File: src/rtl/periph_bus_master.sv
// periph_bus_master
// Bus initiator that turns CPU load/store requests into peripheral bus
// transactions: word-addressed bus, byte-lane write enables, and one-cycle
// registered read data from the responder.
//
// Ports:
//   clk, rst_n              clock, asynchronous active-low reset
//   req_valid/req_ready     request handshake (ready only while IDLE)
//   req_we                  1 = store, 0 = load
//   req_addr                byte address
//   req_size                0 = byte, 1 = half, 2 = word, 3 = reserved
//   req_unsigned            loads: 1 = zero-extend, 0 = sign-extend
//   req_wdata               store data, right-aligned
//   rsp_valid               one-cycle completion pulse
//   rsp_rdata               load result (0 for stores and faults)
//   rsp_fault               access fault, qualified by rsp_valid
//   bus_ce                  one-hot device select from req_addr[19:18]
//   bus_we                  byte-lane write enables
//   bus_re                  read enable
//   bus_addr                word address, req_addr[17:2]
//   bus_wdata               lane-aligned write data
//   bus_rdata               responder read data
module periph_bus_master #(
  parameter logic [11:0] PERIPH_BASE = 12'h100
) (
  input  logic        clk,
  input  logic        rst_n,
  input  logic        req_valid,
  output logic        req_ready,
  input  logic        req_we,
  input  logic [31:0] req_addr,
  input  logic [1:0]  req_size,
  input  logic        req_unsigned,
  input  logic [31:0] req_wdata,
  output logic        rsp_valid,
  output logic [31:0] rsp_rdata,
  output logic        rsp_fault,
  output logic [3:0]  bus_ce,
  output logic [3:0]  bus_we,
  output logic        bus_re,
  output logic [15:0] bus_addr,
  output logic [31:0] bus_wdata,
  input  logic [31:0] bus_rdata
);

  typedef enum logic [2:0] {IDLE, WR, RD0, RD1, RESP} state_t;

  state_t      state_q, state_d;
  logic [1:0]  lane_q, lane_d;
  logic [1:0]  size_q, size_d;
  logic        unsigned_q, unsigned_d;
  logic        req_ready_q, req_ready_d;
  logic        rsp_valid_q, rsp_valid_d;
  logic [31:0] rsp_rdata_q, rsp_rdata_d;
  logic        rsp_fault_q, rsp_fault_d;
  logic [3:0]  bus_ce_q, bus_ce_d;
  logic [3:0]  bus_we_q, bus_we_d;
  logic        bus_re_q, bus_re_d;
  logic [15:0] bus_addr_q, bus_addr_d;
  logic [31:0] bus_wdata_q, bus_wdata_d;

  logic        fault;
  logic [3:0]  dev_sel;
  logic [3:0]  lane_we;
  logic [31:0] lane_wdata;
  logic [31:0] rd_shifted;
  logic [31:0] load_data;

  // Request decode: fault detection, device select and store lane placement
  // are all computed straight from the request so the bus registers can be
  // loaded on the acceptance edge itself.
  always_comb begin
    fault = (req_addr[31:20] != PERIPH_BASE) ||
            (req_size == 2'd3) ||
            (req_size == 2'd1 && req_addr[0]) ||
            (req_size == 2'd2 && req_addr[1:0] != 2'b00);
    dev_sel    = 4'b0001 << req_addr[19:18];
    lane_we    = 4'b0000;
    lane_wdata = req_wdata;
    case (req_size)
      2'd0: begin
        lane_we    = 4'b0001 << req_addr[1:0];
        lane_wdata = {4{req_wdata[7:0]}};
      end
      2'd1: begin
        lane_we    = req_addr[1] ? 4'b1100 : 4'b0011;
        lane_wdata = {2{req_wdata[15:0]}};
      end
      2'd2: begin
        lane_we    = 4'b1111;
        lane_wdata = req_wdata;
      end
      default: begin
        lane_we    = 4'b0000;
        lane_wdata = req_wdata;
      end
    endcase
  end

  // Load extraction uses the lane/size/sign captured at acceptance, since the
  // request inputs are no longer meaningful by the time RD1 samples the bus.
  always_comb begin
    rd_shifted = bus_rdata >> {lane_q, 3'b000};
    case (size_q)
      2'd0:    load_data = unsigned_q ? {24'h0, rd_shifted[7:0]}
                                      : {{24{rd_shifted[7]}}, rd_shifted[7:0]};
      2'd1:    load_data = unsigned_q ? {16'h0, rd_shifted[15:0]}
                                      : {{16{rd_shifted[15]}}, rd_shifted[15:0]};
      default: load_data = bus_rdata;
    endcase
  end

  // Next-state and registered-output logic. Every output is a flop whose next
  // value is chosen for the state being entered, so the bus strobes appear in
  // exactly the cycle the FSM occupies WR/RD0/RD1.
  always_comb begin
    state_d     = state_q;
    lane_d      = lane_q;
    size_d      = size_q;
    unsigned_d  = unsigned_q;
    rsp_valid_d = 1'b0;
    rsp_rdata_d = 32'h0;
    rsp_fault_d = 1'b0;
    bus_ce_d    = 4'b0000;
    bus_we_d    = 4'b0000;
    bus_re_d    = 1'b0;
    bus_addr_d  = bus_addr_q;
    bus_wdata_d = bus_wdata_q;

    case (state_q)
      IDLE: begin
        if (req_valid) begin
          lane_d     = req_addr[1:0];
          size_d     = req_size;
          unsigned_d = req_unsigned;
          if (fault) begin
            state_d     = RESP;
            rsp_valid_d = 1'b1;
            rsp_fault_d = 1'b1;
          end else if (req_we) begin
            state_d     = WR;
            bus_ce_d    = dev_sel;
            bus_we_d    = lane_we;
            bus_addr_d  = req_addr[17:2];
            bus_wdata_d = lane_wdata;
          end else begin
            state_d    = RD0;
            bus_ce_d   = dev_sel;
            bus_re_d   = 1'b1;
            bus_addr_d = req_addr[17:2];
          end
        end
      end
      WR: begin
        state_d     = RESP;
        rsp_valid_d = 1'b1;
      end
      RD0: begin
        // Strobes held so the responder's registered read stays selected.
        state_d  = RD1;
        bus_ce_d = bus_ce_q;
        bus_re_d = 1'b1;
      end
      RD1: begin
        state_d     = RESP;
        rsp_valid_d = 1'b1;
        rsp_rdata_d = load_data;
      end
      RESP:    state_d = IDLE;
      default: state_d = IDLE;
    endcase

    req_ready_d = (state_d == IDLE);
  end

  always_ff @(posedge clk or negedge rst_n) begin
    if (!rst_n) begin
      state_q     <= IDLE;
      lane_q      <= 2'b00;
      size_q      <= 2'b00;
      unsigned_q  <= 1'b0;
      req_ready_q <= 1'b1;
      rsp_valid_q <= 1'b0;
      rsp_rdata_q <= 32'h0;
      rsp_fault_q <= 1'b0;
      bus_ce_q    <= 4'b0000;
      bus_we_q    <= 4'b0000;
      bus_re_q    <= 1'b0;
      bus_addr_q  <= 16'h0;
      bus_wdata_q <= 32'h0;
    end else begin
      state_q     <= state_d;
      lane_q      <= lane_d;
      size_q      <= size_d;
      unsigned_q  <= unsigned_d;
      req_ready_q <= req_ready_d;
      rsp_valid_q <= rsp_valid_d;
      rsp_rdata_q <= rsp_rdata_d;
      rsp_fault_q <= rsp_fault_d;
      bus_ce_q    <= bus_ce_d;
      bus_we_q    <= bus_we_d;
      bus_re_q    <= bus_re_d;
      bus_addr_q  <= bus_addr_d;
      bus_wdata_q <= bus_wdata_d;
    end
  end

  assign req_ready = req_ready_q;
  assign rsp_valid = rsp_valid_q;
  assign rsp_rdata = rsp_rdata_q;
  assign rsp_fault = rsp_fault_q;
  assign bus_ce    = bus_ce_q;
  assign bus_we    = bus_we_q;
  assign bus_re    = bus_re_q;
  assign bus_addr  = bus_addr_q;
  assign bus_wdata = bus_wdata_q;

endmodule

File: config.mk
export PLATFORM = sky130hd
export DESIGN_NAME = periph_bus_master
export DESIGN_NICKNAME = d
export VERILOG_FILES = /design/src/rtl/periph_bus_master.sv
export SDC_FILE = /design/constraint.sdc
export NUM_CORES = 1
export LEC_CHECK = 0
export CELL_PAD_IN_SITES_DETAIL_PLACEMENT = 1
export CELL_PAD_IN_SITES_GLOBAL_PLACEMENT = 1
export CORE_ASPECT_RATIO = 1.2
export CORE_MARGIN = 1.5
export CORE_UTILIZATION = 54
export CTS_BUF_LIST = sky130_fd_sc_hd__clkbuf_4
export DETAILED_ROUTE_END_ITERATION = 8
export DONT_BUFFER_PORTS = 1
export HOLD_SLACK_MARGIN = 0.03
export PLACE_DENSITY_LB_ADDON = 0.1
export SYNTH_ARGS = -nofsm -noshare
export SYNTH_HDL_FRONTEND = slang
export SYNTH_SLANG_ARGS = --single-unit
File: constraint.sdc
create_clock -name clk -period 3.7 [get_ports clk]
set_clock_uncertainty 0.1 [all_clocks]
set_input_delay 0.74 -clock clk [delete_from_list [all_inputs] [get_ports clk]]
set_output_delay 0.74 -clock clk [all_outputs]
set_load 0.02 [all_outputs]
Word level (Yosys, flattened, before mapping)
Cells that the tools add are included.
- bitwise operators: 1
- reductions and logical operators: 14
- shifts and indexed selects: 3
- muxes and demuxes: 26
- equal/unequal tests: 8
- operator list (operator ; count):
    case mux 32 bit (2 select lines) ; 2
    two-way mux 32 bit ; 3
    >> shifter 32 x 5 -> 16 bit ; 1
    two-way mux 4 bit ; 7
    inequality test 12 x 9 -> 1 bit (second input constant) ; 1
    case mux 4 bit (3 select lines) ; 1
    case mux 3 bit (3 select lines) ; 1
    case mux 4 bit (2 select lines) ; 1
    << shifter 1 x 2 -> 4 bit (first input constant) ; 2
    == test 3 x 2 -> 1 bit (second input constant) ; 2
    logical NOT 3 bit ; 2
    two-way mux 1 bit ; 6
    two-way mux 3 bit ; 2
    == test 2 x 1 -> 1 bit (second input constant) ; 2
    == test 2 bit (second input constant) ; 2
    logical NOT 2 bit ; 2
    case mux 1 bit (2 select lines) ; 2
    AND reduction 4 bit ; 1
    == test 3 x 1 -> 1 bit (second input constant) ; 1
    logical OR 1 bit ; 3
    AND reduction 3 bit ; 1
    logical AND 1 bit ; 2
    two-way mux 2 bit ; 1
    AND reduction 2 bit ; 1
    other kinds (3) ; 3
- output and inout port bits: 92
- flip-flop bits (word level): 100
- input bits: 103
- word-level logic and storage cells: 65

Depth between registers and ports, before layout
- depth after elaboration: 8
- gate-level depth with buffers: 7

Worst setup path after synthesis
OpenSTA, ideal clock, no wires.
- path type: in2reg
- from: input req_addr[26]
- to: register bus_wdata_q[10] (netlist: bus_wdata[10])
- buffers on the path: 2
- arrival time: 2.074 ns
- setup time: 0.127 ns
- slack: 1.399 ns
- stages: 6
- data required time: 3.473 ns
- cell sequence: nor4b_1 nand3_1 and4bb_1 buf_4 buf_6 mux2_1
- word-level cells in the longest chain between the ends: 6
- ends and longest elaborated chain (element ; RTL line ; text):
    start, declared ; 31 ; input logic [31:0] req_addr,
    inequality test 12 x 9 -> 1 bit ; 73 ; fault = (req_addr[31:20] != PERIPH_BASE) ||
    logical OR 1 bit ; 73 ;
    logical OR 1 bit ; 74 ; (req_size == 2'd3) ||
    logical OR 1 bit ; 75 ; (req_size == 2'd1 && req_addr[0]) ||
    NOT 1 bit (no source line) ; n/a ;
    AND reduction 4 bit (no source line) ; n/a ;
    end signal, assigned ; 204 ; bus_wdata_q <= bus_wdata_d;
    end, declared ; 60 ; logic [31:0] bus_wdata_q, bus_wdata_d;
No other way between the ends.
A chain may end at the register's enable or synchronous reset.

Worst setup path in the final report
- from: register lane_q[0]
- to: register rsp_rdata_q[18] (netlist: rsp_rdata[18])
- word-level cells in the longest chain between the ends: 4
- elaborated cells between the ends (all ways): 5
- those cells by class: 1 x shift; 4 x mux
- ends and longest elaborated chain (element ; RTL line ; text):
    start, declared ; 49 ; logic [1:0] lane_q, lane_d;
    start signal, assigned ; 193 ; lane_q <= lane_d;
    >> shifter 32 x 5 -> 16 bit * ; 103 ; rd_shifted = bus_rdata >> {lane_q, 3'b000};
    two-way mux 32 bit, on equally long branches ; 107, 105 ;
    case mux 32 bit (2 select lines) * ; 104 ; case (size_q)
    two-way mux 32 bit * ; 130 ; case (state_q)
    named net rsp_rdata_d[18] ; 54 ; logic [31:0] rsp_rdata_q, rsp_rdata_d;
    end signal, assigned ; 198 ; rsp_rdata_q <= rsp_rdata_d;
    end, declared ; 54 ;
Mark *: on every way through the listed nets, which the timed path passes. The rest lies on a longest branch.

==> metrics.cfg <==
[status]
status=finished clean

[cts]
root_buffer=clkbuf_4
htree_levels=3
cts_buffers=9
post_cts_buffers=0
clock_latency_ns=0.46
cts_tree=built
cts_buffer_depth=2
path_clk_slew_ns=0.17
cts.sinks=100

[logic_synthesis]
synth_area_leaders=dfrtp_1 53%, mux2_1 8.0%, mux2_2 6.3%
ys_seq_area_frac=0.5394
ys_seq_elements=100
synth_edf_count=0
synth_top_area_share=0.5337
synth_area_um2=4642
yosys.cell_types.count=40
synth_area_per_cell_um2=12.82
synthArstFlopShare=1.000
post_synth_inst_count=362
yosys_warnings=0
yosys.area.top_type=dfrtp_1
ys.flop_type=dfrtp_1
syn_nets=465

[die]
fp.dieH_um=104.6
ios=195
rows=36
core_um2=8243
start_util=0.5631
die_area_um2=9164
die_w_um=87.64

[pwr]
p_sw_uw=515.0
swShare=0.2672
power_frac_comb=0.101
p_int_uw=1412
ir_worst_vdd_mv=0.2465
p_leak_uw=0.002530
powerDensity_nw_per_um2=400.6
seqPwrFrac=0.599
clkPwrFrac=0.300

[grt]
overflow=0
use_met2=0.3934
grt_pass1_vias=3160
grt_start_max_net_pins=101
track_usage=0.2399
grtUsageMet3=0.08847
antenna_found_initial=1
gr-usage-met1=0.2681
grt.busiest_layer=met2
grt_pass1_wl_um=16590

[worst_setup_path]
cp.arrival_ns=3.18
cpPeakStageDelay_ns=0.91
crit_type=register to register
required_ns=4.00
path_cells=nor2b_1 -> a2bb2oi_1 -> a2111oi_4 -> a21o_1
start_kind=register
cp-end-kind=register
critPathSlowestCell=a2111oi_4
worstPathMaxFanout=23
critPathTopFamily=compound AO/OA/AOI/OAI gates
path_buf_inv=0

[final_layout]
final_cell_mix=99 x dfrtp_1, 33 x a21o_1, 33 x mux2_1
multi_input_area_um2=1968
syn_to_final_growth_pct=3.639
layout_commonest_cell=dfrtp_1
regArea_um2=2504
drive_above_1_share=0.1961
fin_nets=455
final_util=0.5836
instances_no_fill=471
fillerInstances=822
antenna_cells=0

[sta]
worst_hold_slack_ns=0.08010
setup-violations-final=0
rsz0062_at_grt=false
tns_ns=0
min_period_over_period=0.7798
fin_crit_ns=2.885
worst_slew_pin_slew_ns=1.044
drv_slew=0
slew-limit-headroom=0.3038
fmax_mhz=346.6
hold_violations=0

[place]
placedCellCount=454
gp_congestion=0.7649
dpl.hpwl_um=7581
port_buffers=0

[drt]
vias=2881
firstDrtPassIters=4
drc=0
vias_per_cell=6.117
drt_wl_total_um=10640
final_antenna_net_count=0
drtIter0Drc=117
wire_per_inst_um=22.60

[run]
max_cap_violations=0

[hold_path]
hp-class=input port to async pin

[timing repair]
item	4_1_cts	5_1_grt
resized for setup	0	0
hold buffers	1	0
hold endpoints to repair	100	0
[final timing paths]
| path | startpoint | to | slack (ns) | cells after the start |
|---|---|---|---|---|
| max in group asynchronous | rst_n | rsp_rdata[18]$_DFF_PN0_ | 3.04 | 1 |
| min in group clk | req_addr[16] | bus_addr[14]$_DFFE_PN0P_ | 0.28 | 1 |
| hold / removal | rst_n | bus_we[3]$_DFF_PN0_ | 0.08 | 1 |
| setup / recovery | lane_q[0]$_DFFE_PN0P_ | rsp_rdata[18]$_DFF_PN0_ | 0.81 | 4 |
| hold reg to reg | unsigned_q$_DFFE_PN0P_ | unsigned_q$_DFFE_PN0P_ | 0.53 | 1 |
| setup reg to reg | lane_q[0]$_DFFE_PN0P_ | rsp_rdata[18]$_DFF_PN0_ | 0.81 | 4 |
[registers in the layout, summed over array words and instances, names as in the netlist, 2 cells and up]
signal	cells
bus_wdata	32
size_q	2
rsp_rdata	32
bus_ce	4
bus_addr	16
state_q	3
bus_we	4
lane_q	2
[cells by family (layout without fill, tap and decap cells)]
group / after synthesis / count (layout) / synth area share
xor gates and xnor gates: 1 / 1 / 0.001887
DFF: 100 / 100 / 0.5394
muxes: 89 / 89 / 0.2186
buffers and inverters: 28 / 23 / 0.03666
AOI/OAI and AO/OA: 88 / 88 / 0.1342
and+or+nand+nor: 56 / 56 / 0.06927
[per-stage QoR]
stage / instance area (um2) / total power [uW] / worst slack, ns
after floorplan: 4642 / 1317 / 1.399
after global placement: 4644 / 1336 / 0.9245
after detailed placement: 4644 / 1345 / 0.8256
after CTS: 4811 / 1953 / 0.8021
after global routing: 4811 / 2013 / 0.5785
final: 4811 / 1927 / 0.8148
[power by group through the flow]
stage	clock network, uW	logic, uW	registers (uW)
finish	578	195	1150
global route	638	216	1160
CTS	602	196	1150
detailed placement	0	171	1170
global placement	0	164	1170
floorplan	0	179	1140
[final cells by class]
| class | instances | area share |
|---|---|---|
| Multi-Input combinational cell | 234 | 0.4091 |
| Inverter | 4 | 0.003121 |
| Clock inverter | 6 | 0.01326 |
| Tap cell | 114 | 0.02965 |
| Clock buffer | 10 | 0.01560 |
| Sequential cell | 100 | 0.5204 |
| Timing Repair Buffer | 3 | 0.008843 |
[layer usage]
layer / share of wire / vias to the layer above / wire length [um]
met2: 0.50 / 133 / 5312
met1: 0.38 / 1437 / 4026
li1: - / 1282 / -
met3: 0.089 / 27 / 951
met5: 0.0011 / - / 12
met4: 0.032 / 2 / 340
[cells in the mapped netlist, types with 2 or more instances]
library cell and number:
o221a_2 7, buf_6 7, mux2i_1 20, nor2_1 21
inv_1 4, nand2b_1 3, and2_1 2, buf_2 4
nor3_1 3, a21o_1 33, o21bai_1 3, nand3b_1 2
a21oi_1 20, buf_1 3, nand2_1 10, or2_2 2
mux2_4 10, dfrtp_1 99, nor2b_1 2, clkbuf_1 8
mux2_2 26, o21ai_0 18, mux2_1 33, a32o_1 4
buf_4 2, nor4_1 2
(Power assumes the default switching activity.)
